**src/rtl/video_timing_pkg.sv**
```systemverilog
// Shared constants for the output-side video timing path.
package video_timing_pkg;

  // CPS2 source image geometry and line-buffer depth
  localparam int unsigned CPS2_H_ACTIVE = 384;
  localparam int unsigned CPS2_V_ACTIVE = 224;
  localparam int unsigned LBUF_SLOTS    = 40;

  // Sync polarity: pulses are active-low
  localparam logic SYNC_ACTIVE = 1'b0;
  localparam logic SYNC_IDLE   = 1'b1;

  // Counter and comparison widths
  localparam int unsigned CNT_W   = 11;
  localparam int unsigned CMP_W   = 12;
  localparam int unsigned HLBUF_W = 9;
  localparam int unsigned VLBUF_W = 6;
  localparam int unsigned SCTR_W  = 3;

  // True when pos lies in [start, start+len)
  function automatic logic in_window(input logic [CMP_W-1:0] pos,
                                     input int unsigned start,
                                     input int unsigned len);
    return (pos >= CMP_W'(start)) && (pos < CMP_W'(start + len));
  endfunction

endpackage

```
**src/rtl/scale_ctr.sv**
```systemverilog
// Sub-counter wrapping at SCALE-1 that steps a main counter on each wrap;
// the main counter either holds or wraps to 0 at MAIN_MAX.
module scale_ctr #(
  parameter int unsigned SCALE    = 3,
  parameter int unsigned SUB_W    = 3,
  parameter int unsigned MAIN_W   = 9,
  parameter int unsigned MAIN_MAX = 383,
  parameter bit          WRAP     = 1'b0
) (
  input  logic              clk,
  input  logic              reset,
  input  logic              clear,
  input  logic              advance,
  output logic [SUB_W-1:0]  sub,
  output logic [MAIN_W-1:0] main
);

  // Clear has priority over advance; counts only while advance is high
  always_ff @(posedge clk) begin
    if (reset || clear) begin
      sub  <= '0;
      main <= '0;
    end else if (advance) begin
      if (sub == SUB_W'(SCALE - 1)) begin
        sub <= '0;
        if (main == MAIN_W'(MAIN_MAX)) begin
          main <= WRAP ? '0 : main;
        end else begin
          main <= main + MAIN_W'(1);
        end
      end else begin
        sub <= sub + SUB_W'(1);
      end
    end
  end

endmodule

```
**src/rtl/ext_timing_gen.sv**
```systemverilog
// Output pixel-clock timing generator: counters, sync/DE, line-buffer read
// address and sub-pixel counters, all registered and describing one pixel.
module ext_timing_gen
  import video_timing_pkg::*;
#(
  parameter int unsigned H_TOTAL      = 1650,
  parameter int unsigned H_SYNCLEN    = 40,
  parameter int unsigned H_BACKPORCH  = 220,
  parameter int unsigned H_ACTIVE     = 1280,
  parameter int unsigned V_TOTAL      = 750,
  parameter int unsigned V_SYNCLEN    = 5,
  parameter int unsigned V_BACKPORCH  = 20,
  parameter int unsigned V_ACTIVE     = 720,
  parameter int unsigned H_SCALE      = 3,
  parameter int unsigned V_SCALE      = 3,
  parameter int unsigned H_IMG_OFFSET = 64,
  parameter int unsigned V_IMG_OFFSET = 24,
  parameter int unsigned V_LOCK_LINE  = 0
) (
  input  logic               PCLK_ext,
  input  logic               reset,
  input  logic               lock_en,
  input  logic               frame_sync,
  output logic [CNT_W-1:0]   hcnt_ext,
  output logic [CNT_W-1:0]   vcnt_ext,
  output logic [HLBUF_W-1:0] hcnt_ext_lbuf,
  output logic [VLBUF_W-1:0] vcnt_ext_lbuf,
  output logic [SCTR_W-1:0]  hctr_ext,
  output logic [SCTR_W-1:0]  vctr_ext,
  output logic               HSYNC_ext,
  output logic               VSYNC_ext,
  output logic               DE_ext
);

  localparam int unsigned H_AVS     = H_SYNCLEN + H_BACKPORCH;
  localparam int unsigned V_AVS     = V_SYNCLEN + V_BACKPORCH;
  localparam int unsigned H_IMG     = H_AVS + H_IMG_OFFSET;
  localparam int unsigned V_IMG     = V_AVS + V_IMG_OFFSET;
  localparam int unsigned H_IMG_LEN = CPS2_H_ACTIVE * H_SCALE;
  localparam int unsigned V_IMG_LEN = CPS2_V_ACTIVE * V_SCALE;

  localparam bit PARAMS_OK =
    (H_SCALE >= 1) && (H_SCALE <= 5) && (V_SCALE >= 1) && (V_SCALE <= 5) &&
    (H_AVS + H_ACTIVE <= H_TOTAL) && (V_AVS + V_ACTIVE <= V_TOTAL) &&
    (H_IMG_OFFSET + H_IMG_LEN <= H_ACTIVE) &&
    (V_IMG_OFFSET + V_IMG_LEN <= V_ACTIVE) &&
    (V_LOCK_LINE < V_TOTAL) &&
    (H_TOTAL <= (32'd1 << CNT_W)) && (V_TOTAL <= (32'd1 << CNT_W));

  // Elaboration-time guard on the timing parameters
  if (!PARAMS_OK) begin : g_param_check
    $error("ext_timing_gen: timing parameters out of range");
  end

  logic             lock_pending;
  logic             line_end_c;
  logic             lock_now_c;
  logic [CNT_W-1:0] h_nxt_c;
  logic [CNT_W-1:0] v_nxt_c;
  logic             h_clear_c;
  logic             v_clear_c;

  // Next pixel position; a pending or coincident lock replaces the line step
  always_comb begin
    line_end_c = (hcnt_ext == CNT_W'(H_TOTAL - 1));
    lock_now_c = lock_en && (lock_pending || frame_sync);
    h_nxt_c    = line_end_c ? '0 : hcnt_ext + CNT_W'(1);
    v_nxt_c    = vcnt_ext;
    if (line_end_c) begin
      if (lock_now_c) begin
        v_nxt_c = CNT_W'(V_LOCK_LINE);
      end else if (vcnt_ext == CNT_W'(V_TOTAL - 1)) begin
        v_nxt_c = '0;
      end else begin
        v_nxt_c = vcnt_ext + CNT_W'(1);
      end
    end
  end

  // Sub-pixel counters restart at the image origin and are held at 0 outside it
  always_comb begin
    h_clear_c = !in_window(CMP_W'(h_nxt_c), H_IMG, H_IMG_LEN) ||
                (CMP_W'(h_nxt_c) == CMP_W'(H_IMG));
    v_clear_c = line_end_c &&
                (!in_window(CMP_W'(v_nxt_c), V_IMG, V_IMG_LEN) ||
                 (CMP_W'(v_nxt_c) == CMP_W'(V_IMG)));
  end

  // Counters, sync/DE and lock-pending flag, all decoded from the next position
  always_ff @(posedge PCLK_ext) begin
    if (reset) begin
      hcnt_ext     <= '0;
      vcnt_ext     <= '0;
      HSYNC_ext    <= SYNC_ACTIVE;
      VSYNC_ext    <= SYNC_ACTIVE;
      DE_ext       <= 1'b0;
      lock_pending <= 1'b0;
    end else begin
      hcnt_ext     <= h_nxt_c;
      vcnt_ext     <= v_nxt_c;
      HSYNC_ext    <= (CMP_W'(h_nxt_c) < CMP_W'(H_SYNCLEN)) ? SYNC_ACTIVE : SYNC_IDLE;
      VSYNC_ext    <= (CMP_W'(v_nxt_c) < CMP_W'(V_SYNCLEN)) ? SYNC_ACTIVE : SYNC_IDLE;
      DE_ext       <= in_window(CMP_W'(h_nxt_c), H_AVS, H_ACTIVE) &&
                      in_window(CMP_W'(v_nxt_c), V_AVS, V_ACTIVE);
      lock_pending <= lock_now_c && !line_end_c;
    end
  end

  // Horizontal: source pixel index holds at the last pixel
  scale_ctr #(
    .SCALE    (H_SCALE),
    .SUB_W    (SCTR_W),
    .MAIN_W   (HLBUF_W),
    .MAIN_MAX (CPS2_H_ACTIVE - 1),
    .WRAP     (1'b0)
  ) u_hscale (
    .clk     (PCLK_ext),
    .reset   (reset),
    .clear   (h_clear_c),
    .advance (1'b1),
    .sub     (hctr_ext),
    .main    (hcnt_ext_lbuf)
  );

  // Vertical: line-buffer slot wraps around the ring, steps once per line
  scale_ctr #(
    .SCALE    (V_SCALE),
    .SUB_W    (SCTR_W),
    .MAIN_W   (VLBUF_W),
    .MAIN_MAX (LBUF_SLOTS - 1),
    .WRAP     (1'b1)
  ) u_vscale (
    .clk     (PCLK_ext),
    .reset   (reset),
    .clear   (v_clear_c),
    .advance (line_end_c),
    .sub     (vctr_ext),
    .main    (vcnt_ext_lbuf)
  );

endmodule

```
**config.mk**
```make
export PLATFORM = sky130hd
export DESIGN_NAME = ext_timing_gen
export DESIGN_NICKNAME = d
export VERILOG_FILES = /design/src/rtl/video_timing_pkg.sv /design/src/rtl/scale_ctr.sv /design/src/rtl/ext_timing_gen.sv
export SDC_FILE = /design/constraint.sdc
export NUM_CORES = 1
export LEC_CHECK = 0
export CAP_MARGIN = 20
export CORE_MARGIN = 2
export CORE_UTILIZATION = 50
export CTS_BUF_LIST = sky130_fd_sc_hd__clkbuf_2 sky130_fd_sc_hd__clkbuf_4 sky130_fd_sc_hd__clkbuf_8
export DETAILED_ROUTE_END_ITERATION = 12
export HOLD_SLACK_MARGIN = 0.08
export PLACE_DENSITY = 0.79
export SYNTH_ARGS = -nofsm -noshare
export SYNTH_HDL_FRONTEND = slang
export SYNTH_SLANG_ARGS = --single-unit
```
**constraint.sdc**
```tcl
create_clock -name PCLK_ext -period 2.8 [get_ports PCLK_ext]
set_input_delay 0.56 -clock PCLK_ext [delete_from_list [all_inputs] [get_ports PCLK_ext]]
set_output_delay 0.56 -clock PCLK_ext [all_outputs]
set_load 0.1 [all_outputs]
```
==> summary.txt <==
Setup path
  – Crit path launch type: flop
  – Bufs and invs on worst path: 1
  – CP max stage delay: ~0.51 ns
  – Cell Chain, Critical Path: inv_1, ha_1, and4b_1, a41o_1, or4_1, and2_4, o31ai_4, nor2_4, nor4_2
  – Crit path max fanout: 14
  – Crit path max-delay family: simple AND/OR/NAND/NOR gates
  – Crit end category: flop
  – Req. time, crit path: roughly 3.0 ns
  – Critical path's slowest cell: or4_1
  – CP arrival: 2.80 ns
  – CP Class: flop to flop

Routing
  – Routed Antenna Nets: 0
  – Initial DRC count: between 200 and 250
  – Routed WL per cell: 14.5 um
  – Top layer in use: met4
  – Vias per std cell: between 5 and 6
  – WL met2: 3370 um
  – Wire length on met3: approximately 370 um
  – Via Count: about 2900
  – Met1 WL: about 3200 um
  – TritonRoute pass-1 iters: 5
  – Remaining routing DRC violations: 0
  – WL final: a little over 7000 um

STA
  – Slew at the pin closest to its max-slew limit: 0.538 ns
  – Slew Limit Fails: 0
  – Endpoints failing setup: 0
  – Worst slew margin: a little under two thirds
  – Setup skew after layout: between 0.015 and 0.02 ns
  – Final period util: between 90 and 100%
  – Final hold violation count: 0
  – Setup TNS: 0 ns
  – Fmax: approximately 0.39 GHz
  – WHS: 0.490 ns
  – Min Clock Period, post-route: roughly 2.6 ns

Placement
  – Placed inst area: approximately 0.0034 mm^2
  – Routability Congestion: ~0.9
  – Dpl hpwl: between 5000 and 6000 um
  – Port bufs: 49

Finish
  – Fillers: around 530
  – Final #Nets: 431
  – Area delta synth->final: 22.7%
  – Ant. Diodes: 0
  – Layout cell share with drive strength beyond 1: roughly a quarter
  – Final core area utilization: between 60 and 70%
  – Post-route cell area: ~0.0036 mm^2

Logic synthesis
  – Synth Flop Type: dfxtp_1
  – Number of flops mapped to enable cells by yosys: 0
  – Sequential share of the synthesized area: between 30% and 40%
  – Synthesized instance count: ~370
  – Syn. warnings: 0
  – Avg Inst Size Synth: ~8.0 um^2
  – Mapped cell area: between 0.002 and 0.003 mm^2
  – Unique masters post-synth: between 60 and 70
  – Ys async rst share: 0%
  – Seq cells post-synth: 47
  – Post-synthesis net count: between 300 and 400

CTS
  – CTS clk-pin slew, worst paths: 0.10 ns
  – Post-CTS setup buffers: 0
  – Clock Tree Buf Depth: 2
  – Clock latency on the worst-skew pair: 0.31 ns
  – CTS resizes: 0
  – TritonCTS clock tree: done
  – CTS buffer count: 5
  – H-tree depth: 2
  – Clock sink count: 47
  – Hold_buf cts: 0
  – Clock Tree Root: clkbuf_8

Floorplan
  – Core area: ~0.0056 mm^2
  – Row cnt: 27
  – IO Count: 50
  – Die Span Y: 80.4 um
  – Die Wd: 80.4 um
  – Initial Util: around 52%
  – Die area: approximately 0.0065 mm^2

Global route
  – Vias in the first global route: approximately 2600
  – GRT Util Overall: a little under a quarter
  – First-pass GRT wire length: roughly 12000 um
  – Initial antenna violation count: 0
  – Grt total ovfl: 0
  – Largest net degree at the start of global routing: 20

Hold path
  – Hold WC Path Type: flop to flop

Status
  – Status: finished clean

Power and ir drop
  – Worst VDD drop: between 300 and 400 uV
  – LEAKAGE: ~1.4 nW
  – Total power: ~1.3 mW
  – Power Density: roughly 360 mW/mm^2

Run
  – Max Cap Viol: 0
[registers in the layout, summed over array words and instances, names as in the netlist]
name and count:
u_hscale.sub 3, DE_ext 1, u_vscale.main 6, VSYNC_ext 1, lock_pending 1, vcnt_ext 11
hcnt_ext 11, u_hscale.main 9, u_vscale.sub 3, HSYNC_ext 1
[worst reg2reg max path, stage by stage, from the launching register on]
cell	delay [ns]
dfxtp_4	0.44
inv_1	0.08
ha_1	0.18
and4b_1	0.21
a41o_1	0.26
or4_1	0.51
and2_4	0.20
o31ai_4	0.27
nor2_4	0.10
nor4_2	0.24
[final timing paths]
kind / from / endpoint / slack (ns) / cells after the start
max: vcnt_ext[1]$_SDFF_PP0_ / u_vscale.main[5]$_SDFFE_PP0P_ / 0.22 / 9
min reg2reg: hcnt_ext[0]$_SDFF_PP0_ / hcnt_ext[0]$_SDFF_PP0_ / 0.49 / 1
min: hcnt_ext[0]$_SDFF_PP0_ / hcnt_ext[0]$_SDFF_PP0_ / 0.49 / 1
max reg2reg: vcnt_ext[1]$_SDFF_PP0_ / u_vscale.main[5]$_SDFFE_PP0P_ / 0.22 / 9
[synth_stat cells, types with 5 or more instances]
library cell,count,share of area [%]
xor2_1,12,3.6
nand2_1,27,3.5
o21ai_0,18,3.1
nor2_1,43,5.5
buf_2,13,2.2
nor3b_1,5,1.3
dfxtp_1,47,32
nand3_1,15,2.6
nor2b_1,9,1.9
nand4_1,10,2.1
inv_1,14,1.8
a31oi_1,6,1.3
a21oi_1,14,2.4
nor3_1,21,3.6
and3_1,7,1.5
ha_1,8,3.4
clkbuf_1,7,0.90
xnor2_1,12,3.6
[final cells by class]
type	instances	area, um^2	share of cell area, %
Sequential cell	47	965	27.0
Multi-Input combinational cell	281	1820	50.9
Inverter	14	52.6	1.47
Timing Repair Buffer	70	533	14.9
Tap cell	72	90.1	2.52
Clock buffer	6	82.6	2.31
Clock inverter	2	35.0	0.979
[cell usage in the layout, fill, tap and decap left out, types with 4 or more instances in the layout]
cell / instances
nor2_1: 43
clkbuf_8: 6
ha_1: 8
buf_4: 67
and3_1: 6
inv_1: 14
a21oi_1: 14
nor2b_1: 9
and4b_1: 4
o31ai_1: 4
o21ai_0: 17
and4_1: 4
a31oi_1: 6
xor2_1: 12
nor3b_1: 5
nand2_1: 27
dfxtp_1: 30
nand4_1: 10
nand3_1: 15
o21a_1: 4
mux2i_1: 4
xnor2_1: 12
nor3_1: 21
dfxtp_2: 16
[where the power goes]
group	internal, mW	switching, mW
combinational	0.0301	0.0612
sequential	0.672	0.00785
clock	0.289	0.239
total	0.991	0.308
[per-stage QoR]
| step | setup slack [ns] | std cells |
|---|---|---|
| after global placement | 0.0289 | 484 |
| after global routing | -0.00978 | 492 |
| after floorplan | -0.0590 | 365 |
| final | 0.219 | 492 |
| after CTS | 0.129 | 492 |
| after detailed placement | -0.0320 | 484 |
[metal layers]
metal | vias to the layer above | GRT usage, %
li1 | 1431 | -
met2 | 91 | 37.8
met4 | 0 | 8.47
met5 | - | 0
met3 | 16 | 4.16
met1 | 1320 | 30.4
[cell families after synthesis]
logic type | share of synthesized area, %
buffers and inverters | 5.71
xor gates and xnor gates | 7.21
DFF | 32.3
and+or+nand+nor | 30.9
muxes | 1.76
adders and majority gates | 3.43
AOI/OAI and AO/OA | 18.8
No activity file was read; power rests on OpenSTA's default activity.
